`config.mk`:
```
export PLATFORM = sky130hd
export DESIGN_NAME = poly_sound_driver
export DESIGN_NICKNAME = d
export VERILOG_FILES = /design/src/rtl/poly_sound_driver.sv
export SDC_FILE = /design/constraint.sdc
export NUM_CORES = 1
export LEC_CHECK = 0
export BUFFER_PORTS_ARGS = -buffer_cell sky130_fd_sc_hd__clkbuf_2
export CAP_MARGIN = 20
export CORE_MARGIN = 5
export CORE_UTILIZATION = 50
export CTS_CLUSTER_SIZE = 10
export DETAILED_ROUTE_END_ITERATION = 12
export PLACE_DENSITY = 0.67
export REMOVE_ABC_BUFFERS = 1
export SETUP_SLACK_MARGIN = 0.3
export SLEW_MARGIN = 0
export SYNTH_ARGS = -nofsm -noshare
export SYNTH_HDL_FRONTEND = slang
export SYNTH_SLANG_ARGS = --single-unit
```
`constraint.sdc`:
```
create_clock -name clk -period 6.7 [get_ports clk]
set_input_delay 1.005 -clock clk [delete_from_list [all_inputs] [get_ports clk]]
set_output_delay 1.005 -clock clk [all_outputs]
set_load 0.01 [all_outputs]
```
`src/rtl/poly_sound_driver.sv`:
```
// Polyphonic tone generator: per-voice phase accumulators, one shared restoring
// divider that scales each phase once per sample tick, waveform shaping, mixing and PWM out.
module poly_sound_driver #(
   parameter int VOICES     = 4,
   parameter int DIV_W      = 18,
   parameter int SAMPLE_W   = 8,
   parameter int SAMPLE_DIV = 256
) (
   input  logic                      clk,
   input  logic                      nrst,
   input  logic [VOICES*DIV_W-1:0]   divider,
   input  logic [VOICES*2-1:0]       mode,
   input  logic [VOICES-1:0]         gate,
   input  logic                      strobe,
   output logic [SAMPLE_W-1:0]       sample,
   output logic                      sample_valid,
   output logic                      busy,
   output logic                      pwm_output
);

   localparam int LOG2V  = $clog2(VOICES);
   localparam int VIDX_W = (VOICES > 1) ? LOG2V : 1;
   localparam int ACC_W  = SAMPLE_W + LOG2V;
   localparam int TICK_W = (SAMPLE_DIV > 1) ? $clog2(SAMPLE_DIV) : 1;
   localparam int BIT_W  = $clog2(SAMPLE_W + 1);
   localparam logic [SAMPLE_W-1:0] M = '1;

   typedef enum logic [2:0] {S_IDLE, S_LOAD, S_DIVIDE, S_SHAPE, S_MIX} state_t;

   state_t                          state_q, state_d;
   logic [VOICES-1:0][DIV_W-1:0]    phase_q, phase_d;
   logic [VOICES-1:0][DIV_W-1:0]    div_s_q, div_s_d, phase_s_q, phase_s_d;
   logic [VOICES-1:0][1:0]          mode_s_q, mode_s_d;
   logic [VOICES-1:0]               gate_s_q, gate_s_d;
   logic [TICK_W-1:0]               tick_q, tick_d;
   logic [VIDX_W-1:0]               v_q, v_d;
   logic [ACC_W-1:0]                acc_q, acc_d;
   logic [DIV_W-1:0]                rem_q, rem_d;
   logic [SAMPLE_W-1:0]             q_q, q_d;
   logic [BIT_W-1:0]                bit_q, bit_d;
   logic                            skip_q, skip_d;
   logic [SAMPLE_W-1:0]             sample_q, sample_d;
   logic                            valid_q, valid_d;
   logic [SAMPLE_W-1:0]             pwm_cnt_q, pwm_cnt_d, duty_q, duty_d;
   logic                            pwm_q, pwm_d;

   logic                            tick;
   logic [DIV_W-1:0]                cur_div, cur_ph;
   logic [1:0]                      cur_mode;
   logic                            cur_gate;
   logic [DIV_W:0]                  rem_sh;
   logic [SAMPLE_W-1:0]             shape_w, tri_t;

   assign tick     = (tick_q == TICK_W'(SAMPLE_DIV - 1));
   assign cur_div  = div_s_q[v_q];
   assign cur_ph   = phase_s_q[v_q];
   assign cur_mode = mode_s_q[v_q];
   assign cur_gate = gate_s_q[v_q];

   always_comb begin
      tick_d = tick ? '0 : tick_q + TICK_W'(1);
      for (int v = 0; v < VOICES; v++) begin
         if (divider[v*DIV_W +: DIV_W] == '0 ||
             phase_q[v] >= divider[v*DIV_W +: DIV_W] - DIV_W'(1))
            phase_d[v] = '0;
         else
            phase_d[v] = phase_q[v] + DIV_W'(1);
      end
   end

   always_comb begin
      state_d   = state_q;
      v_d       = v_q;
      acc_d     = acc_q;
      rem_d     = rem_q;
      q_d       = q_q;
      bit_d     = bit_q;
      skip_d    = skip_q;
      sample_d  = sample_q;
      valid_d   = 1'b0;
      div_s_d   = div_s_q;
      phase_s_d = phase_s_q;
      mode_s_d  = mode_s_q;
      gate_s_d  = gate_s_q;
      rem_sh    = {rem_q, 1'b0};
      shape_w   = '0;
      tri_t     = '0;
      case (state_q)
         S_IDLE: begin
            if (tick) begin
               state_d   = S_LOAD;
               v_d       = '0;
               acc_d     = '0;
               div_s_d   = divider;
               phase_s_d = phase_q;
               mode_s_d  = mode;
               gate_s_d  = gate;
            end
         end
         S_LOAD: begin
            skip_d = (cur_div == '0) || !cur_gate || (cur_mode == 2'b11);
            q_d    = '0;
            bit_d  = '0;
            // A phase caught just after the divider shrank is clamped so q stays in range.
            rem_d  = (cur_ph >= cur_div) ? cur_div - DIV_W'(1) : cur_ph;
            state_d = skip_d ? S_SHAPE : S_DIVIDE;
         end
         S_DIVIDE: begin
            if (rem_sh >= {1'b0, cur_div}) begin
               rem_d = DIV_W'(rem_sh - {1'b0, cur_div});
               q_d   = {q_q[SAMPLE_W-2:0], 1'b1};
            end else begin
               rem_d = rem_sh[DIV_W-1:0];
               q_d   = {q_q[SAMPLE_W-2:0], 1'b0};
            end
            bit_d = bit_q + BIT_W'(1);
            if (bit_q == BIT_W'(SAMPLE_W - 1))
               state_d = S_SHAPE;
         end
         S_SHAPE: begin
            tri_t = q_q[SAMPLE_W-1] ? ~q_q : q_q;
            case (cur_mode)
               2'b00:   shape_w = q_q[SAMPLE_W-1] ? '0 : M;
               2'b01:   shape_w = q_q;
               2'b10:   shape_w = {tri_t[SAMPLE_W-2:0], 1'b0};
               default: shape_w = '0;
            endcase
            if (skip_q)
               shape_w = '0;
            acc_d = acc_q + ACC_W'(shape_w);
            if (v_q == VIDX_W'(VOICES - 1)) begin
               state_d = S_MIX;
            end else begin
               v_d     = v_q + VIDX_W'(1);
               state_d = S_LOAD;
            end
         end
         S_MIX: begin
            sample_d = SAMPLE_W'(acc_q >> LOG2V);
            valid_d  = 1'b1;
            state_d  = S_IDLE;
         end
         default: state_d = S_IDLE;
      endcase
   end

   always_comb begin
      pwm_cnt_d = pwm_cnt_q + SAMPLE_W'(1);
      duty_d    = (pwm_cnt_q == M && strobe) ? sample_q : duty_q;
      pwm_d     = (pwm_cnt_q < duty_q);
   end

   always_ff @(posedge clk or negedge nrst) begin
      if (!nrst) begin
         state_q   <= S_IDLE;
         phase_q   <= '0;
         div_s_q   <= '0;
         phase_s_q <= '0;
         mode_s_q  <= '0;
         gate_s_q  <= '0;
         tick_q    <= '0;
         v_q       <= '0;
         acc_q     <= '0;
         rem_q     <= '0;
         q_q       <= '0;
         bit_q     <= '0;
         skip_q    <= 1'b0;
         sample_q  <= '0;
         valid_q   <= 1'b0;
         pwm_cnt_q <= '0;
         duty_q    <= '0;
         pwm_q     <= 1'b0;
      end else begin
         state_q   <= state_d;
         phase_q   <= phase_d;
         div_s_q   <= div_s_d;
         phase_s_q <= phase_s_d;
         mode_s_q  <= mode_s_d;
         gate_s_q  <= gate_s_d;
         tick_q    <= tick_d;
         v_q       <= v_d;
         acc_q     <= acc_d;
         rem_q     <= rem_d;
         q_q       <= q_d;
         bit_q     <= bit_d;
         skip_q    <= skip_d;
         sample_q  <= sample_d;
         valid_q   <= valid_d;
         pwm_cnt_q <= pwm_cnt_d;
         duty_q    <= duty_d;
         pwm_q     <= pwm_d;
      end
   end

   assign sample       = sample_q;
   assign sample_valid = valid_q;
   assign busy         = (state_q != S_IDLE);
   assign pwm_output   = pwm_q;

endmodule

```
* Yosys cells after proc, flatten, opt, wreduce, memory -nomap -nowiden
Cells that the tools add are included.
** Word-level totals
- Logic and storage cells :: 125
- Register bits after elaboration :: 308
- Output and inout port bits :: 11
- Input bits :: 87
** Operators by class
- $add $sub $neg :: 15
- Bitwise operators :: 1
- Equal/unequal tests :: 14
- Multiplexer cells :: 35
- Order comparisons :: 8
- Reduce and logical (&&, ||, !) cells :: 22
** Operators with widths (number)
- $mux 18 :: 8
- $ge 18x18->1 :: 5
- $logic_not 18->1 :: 5
- $sub 18x1->18 const B :: 5
- $add 18x1->18 const B :: 4
- $bmux 18 s2 :: 2
- $pmux 18 s2 :: 1
- $mux 8 :: 4
- $pmux 8 s3 :: 1
- $pmux 10 s2 :: 1
- $ge 19x18->1 :: 1
- $sub 18x18->18 :: 1
- $add 8x1->8 const B :: 2
- $eq 8x8->1 const B :: 2
- $pmux 8 s2 :: 1
- $pmux 3 s4 :: 1
- $add 10x8->10 :: 1
- $mux 10 :: 1
- $mux 3 :: 3
- $lt 8x8->1 :: 1
- $pmux 4 s2 :: 1
- $mux 7 :: 1
- $not 7->7 :: 1
- $eq 2x2->1 const B :: 3
- other kinds (23) :: 39

* Depth between registers and ports, before layout
Gate-level depths: netlist of the first run.
- Word-level depth :: 8
- Depth in mapped cells :: 21
- Gate-level depth less buffers :: 17

* Worst setup path before layout of the first run
Ideal clock, no wire load.
- Path kind :: input -> register
- Start :: in divider[20]
- End :: reg phase_q[26] (netlist bit)
- Buffers on the path :: 1
- Arrival :: 4.136 ns
- Setup time :: 0.072 ns
- Cell stages on the path :: 15
- Required time :: 6.628 ns
- Path slack :: 2.492 ns
- Cell sequence :: or4_1 nor4_1 nand3b_1 or4_1 nor2_1 xnor2_1 ha_1 o21ai_0 nor2_1 nand2_1 o21ai_0 o311ai_0 nand2_1 clkbuf_1 nor2_1
** RTL lines
- start: declaration :: line 11 : input logic [VOICES*DIV_W-1:0] divider,
- end signal: assignment :: line 175 : phase_q <= phase_d;
- end: declaration :: line 31 : logic [VOICES-1:0][DIV_W-1:0] phase_q, phase_d;

==> results.json, run 1 <==
{
  "via_count": 14500,
  "drive_above_1_share_pct": 10.9,
  "p_int_mw": 3.30,
  "clock_path_buffers": 3,
  "synth_flop_cell": "dfrtp_1",
  "htreeDepth": 2,
  "status": "finished, final reports clean",
  "synthesis.area_mm2": 0.0184,
  "synth.area.top_cells": "dfrtp_1, nand2_1, ha_1",
  "min-delay-start": "phase_s_q[40]$_DFFE_PN0P_",
  "cp.required_ns": 7.15,
  "cts_sinks": 308,
  "pin_count": 98,
  "yosys_warnings": 0,
  "setup_viol": 0,
  "drc": 0,
  "gp_congestion": 0.936,
  "clkPwrFrac_pct": 42.3,
  "final_util_pct": 56.3,
  "crit_type": "in -> reg",
  "yosys.area.top_type": "dfrtp_1",
  "start_util_pct": 50.5,
  "synthCells": 2000,
  "area_growth_pct": 11.5,
  "start_kind": "input port",
  "holdPathStages": 2,
  "tightestPinTransition_ns": 1.01,
  "fp.dieW_um": 202,
  "power_density_mw_per_mm2": 220,
  "core_area_mm2": 0.0364,
  "finalNetCount": 2309,
  "min_path_type": "reg -> reg",
  "rsz0062_at_grt": "no",
  "yosysMostFrequentCell": "nand2_1",
  "dieArea_mm2": 0.0407,
  "yosys_register_bits": 308,
  "rows": 70,
  "clkTransAtPathRegs_ns": 0.06,
  "cts_tree": "yes",
  "cts_resized": 0,
  "use_met1_pct": 32.3,
  "ff2ff_setup_slack_ns": 2.18,
  "p_sw_share_pct": 26.7,
  "async_reset_ff_share_pct": 100,
  "r2r-end": "rem_q[3]$_DFFE_PN0N_",
  "maxCapViolations": 0,
  "pwr-share-comb_pct": 10.8,
  "antenna_left": 0,
  "ys_types": 74,
  "diodes": 0,
  "pwr-share-seq_pct": 46.9,
  "synth.top_cell.area_share_pct": 41.9,
  "slew_headroom_pct": 32.7,
  "ir_drop_v": 0.000144,
  "dp_hpwl_mm": 36.2,
  "first_pass_iters": 5,
  "clk_latency_ns": 0.54,
  "use_met2_pct": 40.8,
  "worstPathArrival_ns": 5.07,
  "cts_buffers": 38,
  "avgRoutedWirePerCell_um": 19.0,
  "period_minus_slack_ns": 4.62,
  "cp_max_fo": 17,
  "use_met3_pct": 3.18,
  "wl_mm": 48.9,
  "grt_pass1_vias": 14800,
  "multiInputGateArea_mm2": 0.0102,
  "nFillCells": 3262,
  "post_cts_buffers": 0,
  "drt-vias-per-instance": 5.66,
  "whs_endpoint": "phase_s_q[40]$_DFFE_PN0P_",
  "grt_max_degree": 144,
  "r2r_cells": 12,
  "grt_util_all_layers_pct": 24.1,
  "grt_overflow": 0,
  "grt_antenna_before_repair": 1,
  "hold_viol_final": 0,
  "fp.dieH_um": 202,
  "syn_area_per_cell_um2": 9.20,
  "r2r-start": "v_q[0]$_DFFE_PN0P_",
  "synth_common_cells": "nand2_1, dfrtp_1, nor2_1",
  "power_switching_mw": 1.21,
  "seq_area_frac_synth_pct": 41.9,
  "clock_skew_ns": 0.0217,
  "crit_path_end_kind": "flop",
  "slew_viol_final": 0,
  "synth-edff-count": 0,
  "grt_pass1_wl_mm": 79.7,
  "setup_tns_ns": 0,
  "max_freq_mhz": 216,
  "drt-initial-drc-count": 861,
  "portBuffers": 97,
  "register_area_mm2": 0.00771,
  "clockRootBuffer": "clkbuf_16",
  "cts_hold_buf": 0,
  "finalCritPeriodShare_pct": 69.0,
  "busiest_layer": "met2",
  "leakagePower_nw": 9.88
}
-- per-stage QoR --
step / hold slack [ns] / setup slack (ns) / power [mW] / std cells / instance area, um2
3_5_place_dp: 0.457 / 1.57 / 2.63 / 2511 / 19400
4_1_cts: 0.471 / 2.10 / 4.54 / 2570 / 20500
3_3_place_gp: 0.453 / 1.67 / 2.60 / 2510 / 19400
2_1_floorplan: 0.437 / 0.744 / 2.39 / 1927 / 18100
5_1_grt: 0.486 / 1.77 / 4.71 / 2570 / 20500
6_report: 0.468 / 2.08 / 4.51 / 2570 / 20500
-- power by group through the flow --
stage               Combinational, mW  Sequential [mW]  Clock (mW)
floorplan                       0.309             2.08           0
global placement                0.465             2.14           0
detailed placement              0.486             2.14           0
CTS                             0.489             2.11        1.94
global route                    0.564             2.13        2.02
finish                          0.485             2.11        1.91
-- routing by layer --
metal | up-vias | routed length, um
met5 | - | 13
met4 | 2 | 1740
met3 | 89 | 2330
met2 | 352 | 23500
met1 | 7068 | 21300
li1 | 7033 | -
-- sequential cells by signal, indices dropped and copies added (netlist names), 2 cells and up --
name and flops:
phase_q 72, rem_q 18, acc_q 10, bit_q 4, phase_s_q 72, sample 8
v_q 2, state_q 3, gate_s_q 4, q_q 8, pwm_cnt_q 8, tick_q 8
duty_q 8, mode_s_q 8, div_s_q 72
-- worst max path at each step --
stage	startpoint	endpoint	slack, ns
6_report	divider[20]	phase_q[28]$_DFF_PN0_	2.08
5_1_grt	v_q[0]$_DFFE_PN0P_	acc_q[8]$_DFFE_PN0P_	1.77
4_1_cts	divider[20]	phase_q[28]$_DFF_PN0_	2.10
3_5_place_dp	divider[20]	phase_q[25]$_DFF_PN0_	1.57
3_3_place_gp	divider[20]	phase_q[32]$_DFF_PN0_	1.67
2_1_floorplan	state_q[1]$_DFFE_PN0P_	acc_q[0]$_DFFE_PN0P_	0.74
-- cell type report --
type / instances / area share (%)
repair buffers: 116 / 3.25
multi-input cells: 1557 / 49.6
clock inverters: 2 / 0.171
clock buffers: 57 / 5.39
flip-flops and latches: 308 / 37.6
well taps: 468 / 2.85
inverters: 62 / 1.13
-- logic make-up after synthesis --
group                      Yosys count  share of synthesized area [%]
and+or+nand+nor                    913                           21.6
DFF                                308                           41.9
AOI/OAI and AO/OA                  258                           9.00
xor gates and xnor gates           174                           8.32
adders and majority gates          139                           9.53
buffers and inverters              135                           3.00
muxes                               73                           6.68
-- layout by cell type (no fill, tap or decap), types with 10 or more instances in the layout --
master / n
a211oi_1: 10
a21o_1: 29
a21oi_1: 52
a22o_1: 10
a31oi_1: 11
and2_1: 10
and3_1: 17
and4_1: 10
buf_4: 16
clkbuf_1: 13
clkbuf_16: 40
clkbuf_2: 96
dfrtp_1: 306
ha_1: 137
inv_1: 62
mux2_2: 12
mux2i_1: 22
mux4_2: 36
nand2_1: 527
nand2b_1: 14
nand3_1: 41
nand4_1: 21
nor2_1: 152
nor3_1: 52
nor4_1: 15
o21ai_0: 73
or3_1: 10
or4_1: 10
xnor2_1: 105
xor2_1: 68
-- worst max-delay path: stages --
cell      delay [ns]
clkbuf_2        0.12
or4_1           0.68
nor4_1          0.50
nand3b_1        0.22
or4_1           0.49
nor2_1          0.14
xnor2_1         0.13
ha_1            0.26
o21ai_0         0.21
nor2_1          0.07
nand2_1         0.06
o21ai_0         0.07
o311ai_0        0.40
nand2_1         0.47
nor2_1          0.24
Note: power is estimated with default switching activity, not from simulation.
==> run 2, diff against run 1 <==
Settings changed: PLACE_DENSITY 0.67 to 0.7.
Clock period 6.7 ns to 3.9 ns, I/O delays scaled along.
==> results.json, run 2 (synthesized netlist as in run 1, its figures left out) <==
{
  "status": "finished, final reports clean",
  "maxCapViolations": 0,
  "drt-initial-drc-count": 1112,
  "power_density_mw_per_mm2": 356,
  "finalCritPeriodShare_pct": 94.0,
  "slew_headroom_pct": 39.1,
  "avgRoutedWirePerCell_um": 18.8,
  "slew_viol_final": 0,
  "grt_max_degree": 109,
  "core_area_mm2": 0.0364,
  "clkTransAtPathRegs_ns": 0.06,
  "cp.required_ns": 4.36,
  "final_cell_area_mm2": 0.0213,
  "clockRootBuffer": "clkbuf_16",
  "max_freq_mhz": 273,
  "crit_path_frequent_cell": "buf_12",
  "wl_mm": 49.4,
  "diodes": 0,
  "dieArea_mm2": 0.0407,
  "period_minus_slack_ns": 3.67,
  "start_util_pct": 50.5,
  "setup_viol": 0,
  "finalNetCount": 2378,
  "top_regs": "div_s_q x72, phase_q x72, phase_s_q x72",
  "via_count": 15000,
  "tightestPinTransition_ns": 0.914,
  "cts_tree": "yes",
  "grt_pass1_wl_mm": 78.8,
  "placed_cell_area_mm2": 0.0197,
  "fp.dieW_um": 202,
  "clock_skew_ns": 0.0168,
  "area_growth_pct": 15.5,
  "clk_latency_ns": 0.56,
  "grt_overflow": 0,
  "rows": 70,
  "crit_family": "compound AO/OA/AOI/OAI gates",
  "start_kind": "flop",
  "antenna_left": 0,
  "pin_count": 98,
  "min_path_type": "in -> async",
  "hold-worst-slack_ns": 0.104,
  "drc": 0,
  "worst-path-buf-inv": 4,
  "grt_antenna_before_repair": 1,
  "final_cell_mix": "nand2_1, dfrtp_1, nor2_1, ha_1, xnor2_1",
  "cpPeakStageDelay_ns": 0.60,
  "crit_path_end_kind": "flop",
  "drt-vias-per-instance": 5.71,
  "crit_chain": "buf_12 > mux4_2 > inv_2 > ha_4 > and4_1 > o21ai_1 > a31oi_1 > o41ai_2 > a32oi_2 > buf_12 > buf_4 > mux2i_1 > o211a_1 > a21oi_1",
  "fp.dieH_um": 202,
  "gp_congestion": 0.916,
  "crit_slowest_cell": "mux4_2",
  "cp_max_fo": 10,
  "grt_util_all_layers_pct": 23.9,
  "worstPathArrival_ns": 4.13,
  "ir_drop_v": 0.000336,
  "p_total_mw": 7.58,
  "final_util_pct": 58.3,
  "drive_above_1_share_pct": 15.5,
  "grt_pass1_vias": 14600,
  "cts_buffers": 37,
  "clock_path_buffers": 3,
  "dp_hpwl_mm": 36.6,
  "portBuffers": 97,
  "cts_sinks": 308,
  "first_pass_iters": 5,
  "layout_commonest_cell": "nand2_1",
  "rsz0062_at_grt": "yes",
  "hold_viol_final": 0,
  "crit_type": "reg -> reg",
  "leakagePower_nw": 10.2,
  "htreeDepth": 2
}
## run 2: layout make-up
cell class / instances / area, um2
timing repair buffer: 186 / 1350
inverter: 62 / 233
clock buffer: 46 / 991
fill: 3156 / 15200
multi-input combinational: 1557 / 10300
sequential: 308 / 7710
tap: 468 / 586
clock inverter: 3 / 41.3
## run 2: path summary, 6_finish.rpt
path                                      startpoint                        end  slack (ns)  cells after the start
max                               v_q[0]$_DFFE_PN0P_       rem_q[2]$_DFFE_PN0N_        0.23                     14
min                                             nrst       phase_q[0]$_DFF_PN0_        0.10                      1
max reg2reg                       v_q[0]$_DFFE_PN0P_       rem_q[2]$_DFFE_PN0N_        0.23                     14
min reg2reg                phase_s_q[34]$_DFFE_PN0P_  phase_s_q[34]$_DFFE_PN0P_        0.47                      2
max in group asynchronous                       nrst         v_q[0]$_DFFE_PN0P_        2.73                      2
min in group clk                             mode[4]    mode_s_q[4]$_DFFE_PN0P_        0.23                      3
## run 2: stage by stage
| stage | instances | worst slack [ns] | setup TNS [ns] |
|---|---|---|---|
| 2_1_floorplan | 1927 | -2.06 | -275.48 |
| 3_3_place_gp | 2548 | -0.109 | -1.81 |
| 3_5_place_dp | 2548 | -0.198 | -2.86 |
| 4_1_cts | 2597 | 0.314 | 0 |
| 5_1_grt | 2630 | 0.153 | 0 |
| 6_report | 2630 | 0.234 | 0 |
## run 2: routing by layer
metal / track usage, % / up-vias / wire (um)
met2: 38.7 / 413 / 23300
met4: 8.57 / 2 / 2000
met5: 0 / - / 11
met1: 32.9 / 7320 / 21500
met3: 3.75 / 108 / 2500
li1: - / 7168 / -
## run 2: repair_timing
action | CTS | global route
hold buffers | 0 | 0
gates resized for setup | 5 | 52
endpoints found under the setup margin | 11 | 39
setup buffers | 0 | 31
gates cloned | 0 | 2
pin swaps | 0 | 9
## run 2: worst reg2reg max path: stages (launching register included)
cell and delay, ns:
dfrtp_2 0.49, buf_12 0.18, mux4_2 0.61, inv_2 0.14, ha_4 0.21, and4_1 0.19, o21ai_1 0.14, a31oi_1 0.15
o41ai_2 0.48, a32oi_2 0.19, buf_12 0.17, buf_4 0.16, mux2i_1 0.13, o211a_1 0.22, a21oi_1 0.14
## run 2: report_power, final
group	internal [mW]	total, mW	switching (mW)
combinational	0.394	0.857	0.463
sequential	3.35	3.62	0.268
clock	1.78	3.10	1.32
